==> src/rtl/gpu_pkg.sv <==
// Shared encodings and default widths for the scheduler, fetcher and decoder.
package gpu_pkg;

    localparam int ADDR_BITS_DEFAULT = 8;
    localparam int DATA_BITS_DEFAULT = 16;

    typedef enum logic [2:0] {
        CORE_IDLE    = 3'b000,
        CORE_FETCH   = 3'b001,
        CORE_DECODE  = 3'b010,
        CORE_REQUEST = 3'b011,
        CORE_WAIT    = 3'b100,
        CORE_EXECUTE = 3'b101,
        CORE_UPDATE  = 3'b110,
        CORE_DONE    = 3'b111
    } core_state_t;

    typedef enum logic [2:0] {
        FETCHER_IDLE     = 3'b000,
        FETCHER_FETCHING = 3'b001,
        FETCHER_FETCHED  = 3'b010
    } fetcher_state_t;

    function automatic bit is_pow2_min2(input int n);
        return (n >= 2) && ((n & (n - 1)) == 0);
    endfunction

endpackage

==> src/rtl/fetcher_if.sv <==
// Program-memory read port: valid/ready request with returned instruction word.
interface fetcher_if #(
    parameter int ADDR_BITS = gpu_pkg::ADDR_BITS_DEFAULT,
    parameter int DATA_BITS = gpu_pkg::DATA_BITS_DEFAULT
);
    logic                 mem_read_valid;
    logic [ADDR_BITS-1:0] mem_read_address;
    logic                 mem_read_ready;
    logic [DATA_BITS-1:0] mem_read_data;

    modport master (
        output mem_read_valid,
        output mem_read_address,
        input  mem_read_ready,
        input  mem_read_data
    );

    modport slave (
        input  mem_read_valid,
        input  mem_read_address,
        output mem_read_ready,
        output mem_read_data
    );
endinterface

==> src/rtl/fetcher_icache.sv <==
// Direct-mapped read-only instruction cache; combinational lookup, fill on the capture edge.
module fetcher_icache
    import gpu_pkg::*;
#(
    parameter int ADDR_BITS = ADDR_BITS_DEFAULT,
    parameter int DATA_BITS = DATA_BITS_DEFAULT,
    parameter int ENTRIES   = 8
) (
    input  logic                 clk,
    input  logic                 reset,
    input  logic [ADDR_BITS-1:0] lookup_pc,
    output logic                 hit,
    output logic [DATA_BITS-1:0] hit_data,
    input  logic                 fill_en,
    input  logic [ADDR_BITS-1:0] fill_pc,
    input  logic [DATA_BITS-1:0] fill_data
);
    localparam int IDX_BITS = $clog2(ENTRIES);
    localparam int TAG_BITS = ADDR_BITS - IDX_BITS;

    logic [ENTRIES-1:0]  line_valid;
    logic [TAG_BITS-1:0] line_tag  [ENTRIES];
    logic [DATA_BITS-1:0] line_data [ENTRIES];

    logic [IDX_BITS-1:0] lookup_idx;
    logic [TAG_BITS-1:0] lookup_tag;
    logic [IDX_BITS-1:0] fill_idx;
    logic [TAG_BITS-1:0] fill_tag;

    assign lookup_idx = lookup_pc[IDX_BITS-1:0];
    assign lookup_tag = lookup_pc[ADDR_BITS-1:IDX_BITS];
    assign fill_idx   = fill_pc[IDX_BITS-1:0];
    assign fill_tag   = fill_pc[ADDR_BITS-1:IDX_BITS];

    assign hit      = line_valid[lookup_idx] && (line_tag[lookup_idx] == lookup_tag);
    assign hit_data = line_data[lookup_idx];

    // Only the valid bits need reset; tag/data are qualified by them.
    always_ff @(posedge clk or negedge reset) begin
        if (!reset) begin
            line_valid <= '0;
        end else if (fill_en) begin
            line_valid[fill_idx] <= 1'b1;
        end
    end

    always_ff @(posedge clk) begin
        if (fill_en) begin
            line_tag[fill_idx]  <= fill_tag;
            line_data[fill_idx] <= fill_data;
        end
    end
endmodule

==> src/rtl/fetcher.sv <==
// Instruction fetch stage between scheduler and program memory.
// Optional direct-mapped instruction cache compiled in with FETCHER_ICACHE_EN.
//
// state    | meaning
// IDLE     | no request outstanding, waiting for core_state==FETCH
// FETCHING | request held on the memory port until mem_read_ready
// FETCHED  | instruction latched, waiting for core_state==DECODE
module fetcher
    import gpu_pkg::*;
#(
    parameter int PROGRAM_MEM_ADDR_BITS = ADDR_BITS_DEFAULT,
    parameter int PROGRAM_MEM_DATA_BITS = DATA_BITS_DEFAULT,
    parameter int ICACHE_ENTRIES        = 8
) (
    input  logic                             clk,
    input  logic                             reset,
    input  logic [2:0]                       core_state,
    input  logic [PROGRAM_MEM_ADDR_BITS-1:0] current_pc,
    fetcher_if.master                        mem,
    output logic [2:0]                       fetcher_state,
    output logic [PROGRAM_MEM_DATA_BITS-1:0] instruction
);
    if (!is_pow2_min2(ICACHE_ENTRIES)) begin : g_bad_entries
        $error("ICACHE_ENTRIES must be a power of two and at least 2");
    end

    fetcher_state_t                   state;
    logic                             req_valid;
    logic [PROGRAM_MEM_ADDR_BITS-1:0] req_addr;
    logic [PROGRAM_MEM_DATA_BITS-1:0] instr_q;
    logic                             capture;
    logic                             cache_hit;
    logic [PROGRAM_MEM_DATA_BITS-1:0] cache_data;

    assign capture = (state == FETCHER_FETCHING) && req_valid && mem.mem_read_ready;

`ifdef FETCHER_ICACHE_EN
    fetcher_icache #(
        .ADDR_BITS (PROGRAM_MEM_ADDR_BITS),
        .DATA_BITS (PROGRAM_MEM_DATA_BITS),
        .ENTRIES   (ICACHE_ENTRIES)
    ) u_icache (
        .clk       (clk),
        .reset     (reset),
        .lookup_pc (current_pc),
        .hit       (cache_hit),
        .hit_data  (cache_data),
        .fill_en   (capture),
        .fill_pc   (req_addr),
        .fill_data (mem.mem_read_data)
    );
`else
    assign cache_hit  = 1'b0;
    assign cache_data = '0;
`endif

    always_ff @(posedge clk or negedge reset) begin
        if (!reset) begin
            state     <= FETCHER_IDLE;
            req_valid <= 1'b0;
            req_addr  <= '0;
            instr_q   <= '0;
        end else begin
            case (state)
                FETCHER_IDLE: begin
                    if (core_state == CORE_FETCH) begin
                        if (cache_hit) begin
                            state   <= FETCHER_FETCHED;
                            instr_q <= cache_data;
                        end else begin
                            state     <= FETCHER_FETCHING;
                            req_valid <= 1'b1;
                            req_addr  <= current_pc;
                        end
                    end
                end
                // Request is never withdrawn, even if the scheduler leaves FETCH.
                FETCHER_FETCHING: begin
                    if (capture) begin
                        state     <= FETCHER_FETCHED;
                        req_valid <= 1'b0;
                        instr_q   <= mem.mem_read_data;
                    end
                end
                FETCHER_FETCHED: begin
                    if (core_state == CORE_DECODE) begin
                        state <= FETCHER_IDLE;
                    end
                end
                default: begin
                    state     <= FETCHER_IDLE;
                    req_valid <= 1'b0;
                end
            endcase
        end
    end

    assign mem.mem_read_valid   = req_valid;
    assign mem.mem_read_address = req_addr;
    assign fetcher_state        = state;
    assign instruction          = instr_q;
endmodule

==> src/flat_wrapper.sv <==
// flat-port wrapper written by rule: the top's interface ports become plain ports
module fetcher_flat import gpu_pkg::*;
#(
    parameter int PROGRAM_MEM_ADDR_BITS = ADDR_BITS_DEFAULT,
    parameter int PROGRAM_MEM_DATA_BITS = DATA_BITS_DEFAULT,
    parameter int ICACHE_ENTRIES        = 8
)
  (clk, reset, core_state, current_pc, fetcher_state, instruction, mem_mem_read_valid, mem_mem_read_address, mem_mem_read_ready, mem_mem_read_data);
  fetcher_if #(.ADDR_BITS(8), .DATA_BITS(16)) mem_i ();
  input  logic clk;
  input  logic reset;
  input  logic [2:0] core_state;
  input  logic [PROGRAM_MEM_ADDR_BITS-1:0] current_pc;
  output logic [2:0] fetcher_state;
  output logic [PROGRAM_MEM_DATA_BITS-1:0] instruction;
  output wire logic [$bits(mem_i.mem_read_valid)-1:0] mem_mem_read_valid;
  output wire logic [$bits(mem_i.mem_read_address)-1:0] mem_mem_read_address;
  input wire logic [$bits(mem_i.mem_read_ready)-1:0] mem_mem_read_ready;
  input wire logic [$bits(mem_i.mem_read_data)-1:0] mem_mem_read_data;
  assign mem_mem_read_valid = mem_i.mem_read_valid;
  assign mem_mem_read_address = mem_i.mem_read_address;
  assign mem_i.mem_read_ready = mem_mem_read_ready;
  assign mem_i.mem_read_data = mem_mem_read_data;
  fetcher #(.PROGRAM_MEM_ADDR_BITS(PROGRAM_MEM_ADDR_BITS), .PROGRAM_MEM_DATA_BITS(PROGRAM_MEM_DATA_BITS), .ICACHE_ENTRIES(ICACHE_ENTRIES)) u_core (.clk(clk), .reset(reset), .core_state(core_state), .current_pc(current_pc), .mem(mem_i), .fetcher_state(fetcher_state), .instruction(instruction));
endmodule
==> config.mk <==
export PLATFORM = sky130hd
export DESIGN_NAME = fetcher_flat
export DESIGN_NICKNAME = d
export VERILOG_FILES = /design/src/rtl/gpu_pkg.sv /design/src/rtl/fetcher_if.sv /design/src/rtl/fetcher_icache.sv /design/src/rtl/fetcher.sv /design/src/flat_wrapper.sv
export SDC_FILE = /design/constraint.sdc
export NUM_CORES = 1
export LEC_CHECK = 0
export CORE_UTILIZATION = 34
export DETAILED_ROUTE_END_ITERATION = 10
export GPL_ROUTABILITY_DRIVEN = 0
export PLACE_DENSITY_LB_ADDON = 0.1
export SETUP_SLACK_MARGIN = 0.5
export SYNTH_ARGS = -nofsm -noshare
export SYNTH_HDL_FRONTEND = slang
export SYNTH_HIERARCHICAL = 1
export SYNTH_SLANG_ARGS = --single-unit
==> constraint.sdc <==
create_clock -name clk -period 1.4 [get_ports clk]
set_input_delay 0.14 -clock clk [delete_from_list [all_inputs] [get_ports clk]]
set_output_delay 0.14 -clock clk [all_outputs]
set_load 0.02 [all_outputs]
==> impl_results.md, run 1 <==
- Unique masters post-synth: 15
- Lkg Pwr: about 0.91 nW
- RSZ-0062 raised after global routing: true
- Row count: 19
- Congestion Overflow GR: 0
- FF-to-FF setup slack: -0.07 ns
- FF+latch count, synth: 27
- Critical path class: reg2reg
- First-pass GRT wire length: 4010 um
- Share of layout cells above drive strength 1: 0.587
- Via count: 834
- Setup tns final: -0.814 ns
- Worst Setup EP: u_core/mem.mem_read_address[0]
- Achievable Freq: 682 MHz
- WP data required: between 1.5 and 2 ns
- CP Buf/Inv Count: 1
- Worst min path class: in2async
- Final hold violation count: 0
- Syn Inst Count: 65
- Mapped Area: 0.00106 sq mm
- Syn nets: 95
- Sw frac: 0.348
- DP Worst Slack: -0.174 ns
- Vias in the first global route: slightly below 900
- FF-to-FF End: u_core/mem.mem_read_address[0]
- Synth Area per Inst: about 16 sq um
- Reg2reg start: u_core/fetcher_state[1]
- CP peak stage delay: around 0.45 ns
- Maximum number of pins on one net before global-route repair: 28
- PD cells: between 2000 and 2500 mW/mm^2
- Global Route Usage Sum: 0.159
- P_sw: around 1.5 mW
- Critical path cell sequence: nor4_4 > and2_4 > buf_12 > mux2_4
- Worst VDD drop: about 1000 uV
- Setup crit end kind: flip-flop
- DRC: 5
- Clock buffer depth: 2
- Cell family with most CP delay: simple AND/OR/NAND/NOR gates
- Sequential area share after synthesis: 0.638
- Critical Path Source: u_core/fetcher_state[1]
- Drt total wl: around 2500 um
- WL per Instance: around 14 um
- CP max FO: 5
- Worst path depth: 4
- Max-Cap Viols: 0
- Crit path DAT: approximately 1.7 ns
- Starting Density: 0.371
- Power share of the clock group: 0.075
- Die height: 57.8 um
- DRT iter0 DRCs: 8
- Num CTS Buffers: 3
- Core Box Area: between 0.002 and 0.003 sq mm
- Vias per inst: roughly 4.8
- Antenna violations before repair: 0
- Clk sinks: 27
- Sequential power share: 0.341
- Warnings from Yosys: 6
- Final setup vio count: 24
- CTS tree: built
- Antenna diodes: 0
- Clk root buf: clkbuf_4
- Setup ws final: -0.0658 ns
- Crit-path slowest cell: dfrtp_2
- R2R depth: 4
- Worst Skew: slightly below 0.007 ns
- Hold buffers post-CTS: 0
- Min cycle time layout: ~1.5 ns
- Core Util, Final: 0.698
- Final hold slack: roughly 0.17 ns
- Critical Path Source Type: flip-flop
- Reg clk slew, reported paths: 0.14 ns
- # IOs: 58
- Final HPWL DP: about 1600 um
- Routed Antenna Nets: 0
- Die area: between 0.003 and 0.004 sq mm
- Failing checks: design-rule violations, negative setup slack
- Int Pwr: roughly 2.8 mW
- Pins over their slew limit: 0
- Tcrit/Tclk final: 1.05
- Clk_lat worst skew: between 0.3 and 0.4 ns
- Die X: between 50 and 60 um
- Final nets: 174
- Comb pwr share: 0.584
- PortBufs: 56
- Layout area overhead: 88.1%
- H-tree depth: 1
- TritonRoute pass-1 iters: 7
- Status: finished, violations left
registers in the layout (all words and copies together), names as in the netlist:
signal and flops:
u_core/mem.mem_read_valid 1, u_core/mem.mem_read_address 8, u_core/instruction 16, u_core/fetcher_state 2
cell usage in the layout, fill, tap and decap left out, drive strengths merged, types with 4 or more instances in the layout:
cell type and n:
clkbuf 4, dfrtp 27, clkdlybuf4s50 29, buf 48, mux2 24
power by group through the flow:
stage / clock, mW / combinational (mW) / sequential, mW
6_report: 0.326 / 2.53 / 1.47
5_1_grt: 0.368 / 2.65 / 1.52
4_1_cts: 0.341 / 2.39 / 1.46
3_5_place_dp: 0 / 2.12 / 1.40
3_3_place_gp: 0 / 2.10 / 1.39
2_1_floorplan: 0 / 0.555 / 1.90
final cells by class:
class	instances	area [sq um]
Inverter	1	8.76
Sequential cell	27	679
Clock buffer	4	26.3
Timing Repair Buffer	77	832
Tap cell	31	38.8
Multi-Input combinational cell	34	405
Fill cell	208	862
how the worst min path moves through the flow:
| stage | startpoint | endpoint | slack [ns] |
|---|---|---|---|
| floorplan | reset | u_core/fetcher_state[0] | -0.16 |
| global placement | u_core/instruction[8] | u_core/instruction[8] | 0.49 |
| detailed placement | u_core/instruction[15] | u_core/instruction[15] | 0.49 |
| CTS | reset | u_core/mem.mem_read_address[7] | 0.18 |
| global route | reset | u_core/mem.mem_read_address[7] | 0.20 |
| finish | reset | u_core/mem.mem_read_address[7] | 0.17 |
kinds of logic (layout without fill, tap and decap cells):
group                  after synthesis  in the layout  share of synthesized area
other                                1              1                    0.00354
DFF                                 27             27                      0.638
and+or+nand+nor                      5              5                     0.0426
AOI/OAI and AO/OA                    4              4                     0.0284
muxes                               24             24                      0.255
buffers and inverters                4             82                     0.0319
per-layer routing:
layer,global-route usage,wire length [um],vias to the layer above
met1,0.203,1040,409
met5,0,0,-
li1,-,-,381
met4,0.0510,36,0
met2,0.276,1230,39
met3,0.0290,195,5
timing repair:
action	4_1_cts	5_1_grt
resized for setup	173	5
buffers inserted	6	6
pin swaps	2	0
cloned	1	0
endpoints found under the setup margin	54	54
cell usage after synthesis:
cell      n  area (sq um)
inv_1     1          3.75
o21ai_0   1          5.00
buf_4     1          7.51
mux2_2   24           270
a31o_2    1          8.76
nor3b_1   1          7.51
o31ai_1   1          7.51
nor4_1    1          6.26
a21o_2    1          8.76
nand4_4   1          21.3
conb_1    1          3.75
and2_1    1          6.26
dfrtp_1  27           676
buf_6     2          22.5
nand2_1   1          3.75
per-stage QoR:
stage | total power [mW] | cells | instance area (sq um)
detailed placement | 3.52 | 157 | 1760
global route | 4.54 | 174 | 1990
CTS | 4.20 | 168 | 1930
finish | 4.33 | 174 | 1990
global placement | 3.49 | 157 | 1760
floorplan | 2.45 | 65 | 1090
Power figures use the tool's default switching activity.
==> inputs of run 2 (changes only) <==
Settings changed: CORE_UTILIZATION 34 to 35, CTS_BUF_LIST set to sky130_fd_sc_hd__clkbuf_8.
==> impl_results.md, run 2 (synthesis results as in run 1) <==
- CTS tree: built
- TritonRoute pass-1 iters: 7 (unchanged)
- Vias in the first global route: 940 (+5.4%)
- Congestion Overflow GR: 0 (unchanged)
- Core Box Area: 0.00281 sq mm (-1.7%)
- Die X: 57.0 um (-1.4%)
- Worst VDD drop: 1200 uV (+15%)
- Status: finished, violations left
- FF-to-FF End: u_core/mem.mem_read_address[5]
- Antenna violations before repair: 0 (unchanged)
- Reg clk slew, reported paths: 0.09 ns (-0.05 ns)
- Starting Density: 0.377 (+0.00629)
- Die height: 57.0 um (-1.4%)
- PD cells: 2270 mW/mm^2 (+4.3%)
- Fillers: 199 (-4.3%)
- PortBufs: 56 (unchanged)
- DRC: 16 (+11)
- Max FFs per register: 16 (unchanged)
- Via count: 842 (+0.96%)
- Critical path cell sequence: nor4_2 > and2_4 > clkbuf_16 > mux2_4
- Clk_lat worst skew: 0.27 ns (-0.05 ns)
- Global Route Usage Sum: 0.168 (+0.00894)
- WP data required: 1.56 ns (-0.05 ns)
- Clk root buf: clkbuf_8
- CP peak stage delay: 0.43 ns (-0.02 ns)
- Post-Layout Cell Count: 180 (+3.4%)
- Critical Path Source Type: flip-flop
- Setup ws final: -0.0866 ns (-0.0208 ns)
- Critical Path Source: u_core/fetcher_state[0]
- Hold buffers post-CTS: 0 (unchanged)
- Clk sinks: 27 (unchanged)
- Cell family with most CP delay: simple AND/OR/NAND/NOR gates
- CP max FO: 4 (-1)
- Most common cell after layout, fill and taps aside: buf_6
- Dpl cells: 155 (-1.3%)
- Final HPWL DP: 1700 um (+3.6%)
- H-tree depth: 1 (unchanged)
- Maximum number of pins on one net before global-route repair: 28 (unchanged)
- Register area: 678 sq um (-0.18%)
- Max-Cap Viols: 0 (unchanged)
- Layout area overhead: 93.9%
- Final hold violation count: 0 (unchanged)
- # IOs: 58 (unchanged)
- Most frequent cells in the layout: buf_6, clkdlybuf4s50_1, dfrtp_1, buf_4, mux2_2
- Setup crit end kind: flip-flop
- Core Util, Final: 0.731 (+0.0337)
- Drt total wl: 2730 um (+9.3%)
- Final hold slack: 0.246 ns (+0.0774 ns)
- Failing checks: design-rule violations, negative setup slack
- Achievable Freq: 673 MHz (-1.4%)
- Worst Setup EP: u_core/mem.mem_read_address[5]
- Crit path DAT: 1.65 ns (-0.03 ns)
- Crit-path slowest cell: dfrtp_2
- Lkg Pwr: 0.962 nW (+5.6%)
- Final nets: 180 (+3.4%)
- Reg2reg start: u_core/fetcher_state[0]
- First-pass GRT wire length: 4150 um (+3.6%)
- Final setup vio count: 9 (-63%)
- Tcrit/Tclk final: 1.06 (+0.0149)
- Worst Skew: 0.00602 ns (-0.000824 ns)
- CP Buf/Inv Count: 1 (unchanged)
- Clock buffer depth: 2 (unchanged)
- Antenna diodes: 0 (unchanged)
- Multi-input logic area: 409 sq um (+0.93%)
- FF-to-FF setup slack: -0.09 ns (-0.02 ns)
- R2R depth: 4 (unchanged)
- Row count: 19 (unchanged)
- Num CTS Buffers: 3 (unchanged)
- Worst min path class: in2async
- Routed Antenna Nets: 0 (unchanged)
- Share of layout cells above drive strength 1: 0.604 (+0.0166)
- Pins over their slew limit: 0 (unchanged)
- Vias per inst: 4.68 (-2.4%)
- Die area: 0.00325 sq mm (-2.7%)
- Worst path depth: 4 (unchanged)
- WL per Instance: 15.2 um (+5.6%)
- Setup tns final: -0.667 ns (+0.147 ns)
- RSZ-0062 raised after global routing: true
- Min cycle time layout: 1.49 ns (+0.0208 ns)
- DRT iter0 DRCs: 41 (+33)
- Critical path class: reg2reg
[run 2: layout make-up]
type,instances,share of cell area
Timing Repair Buffer,83,0.426
Sequential cell,27,0.330
Multi-Input combinational cell,34,0.199
Clock buffer,3,0.0201
Tap cell,31,0.0189
Inverter,1,0.00305
Clock inverter,1,0.00183
[run 2: stage by stage]
step	cell area (sq um)	setup slack [ns]	total power, mW
6_report	2050	-0.0866	4.65
3_5_place_dp	1720	-0.197	3.50
5_1_grt	2050	-0.166	4.89
2_1_floorplan	1090	-0.0000507	2.45
3_3_place_gp	1720	-0.169	3.45
4_1_cts	1910	-0.00590	4.32
[run 2: worst min-delay path by stage]
stage,cells past startpoint,endpoint,from
after CTS,2,u_core/mem.mem_read_address[1],reset
after floorplan,0,u_core/fetcher_state[0],reset
final,2,u_core/mem.mem_read_address[2],reset
after global placement,1,u_core/instruction[9],u_core/instruction[9]
after detailed placement,1,u_core/instruction[15],u_core/instruction[15]
after global routing,2,u_core/mem.mem_read_address[2],reset
[run 2: power breakdown]
part	internal [mW]	switching (mW)	total, mW
clock network	0.196	0.229	0.425
registers	1.18	0.294	1.47
logic	1.70	1.06	2.75
total	3.07	1.58	4.65
[run 2: repair_timing]
| action | in CTS | in global routing |
|---|---|---|
| buffers inserted | 8 | 11 |
| setup endpoints to repair | 54 | 54 |
| gates resized for setup | 170 | 12 |
| gates cloned | 1 | 1 |
| pin swaps | 2 | 2 |
[run 2: layer usage]
layer  part of all wire  global-route usage  up-vias  wire length (um)
met5                  0                   0        -                 0
met4              0.011              0.0488        0                31
met3              0.065              0.0431        4               178
met2               0.51               0.304       34              1390
met1               0.41               0.196      412              1130
li1                   -                   -      392                 -
==> inputs of run 3 (changes only) <==
Settings changed: CAP_MARGIN set to 10.
==> results of run 3 <==
Same layout as run 2: the final DEF is identical, and so are final timing and power.
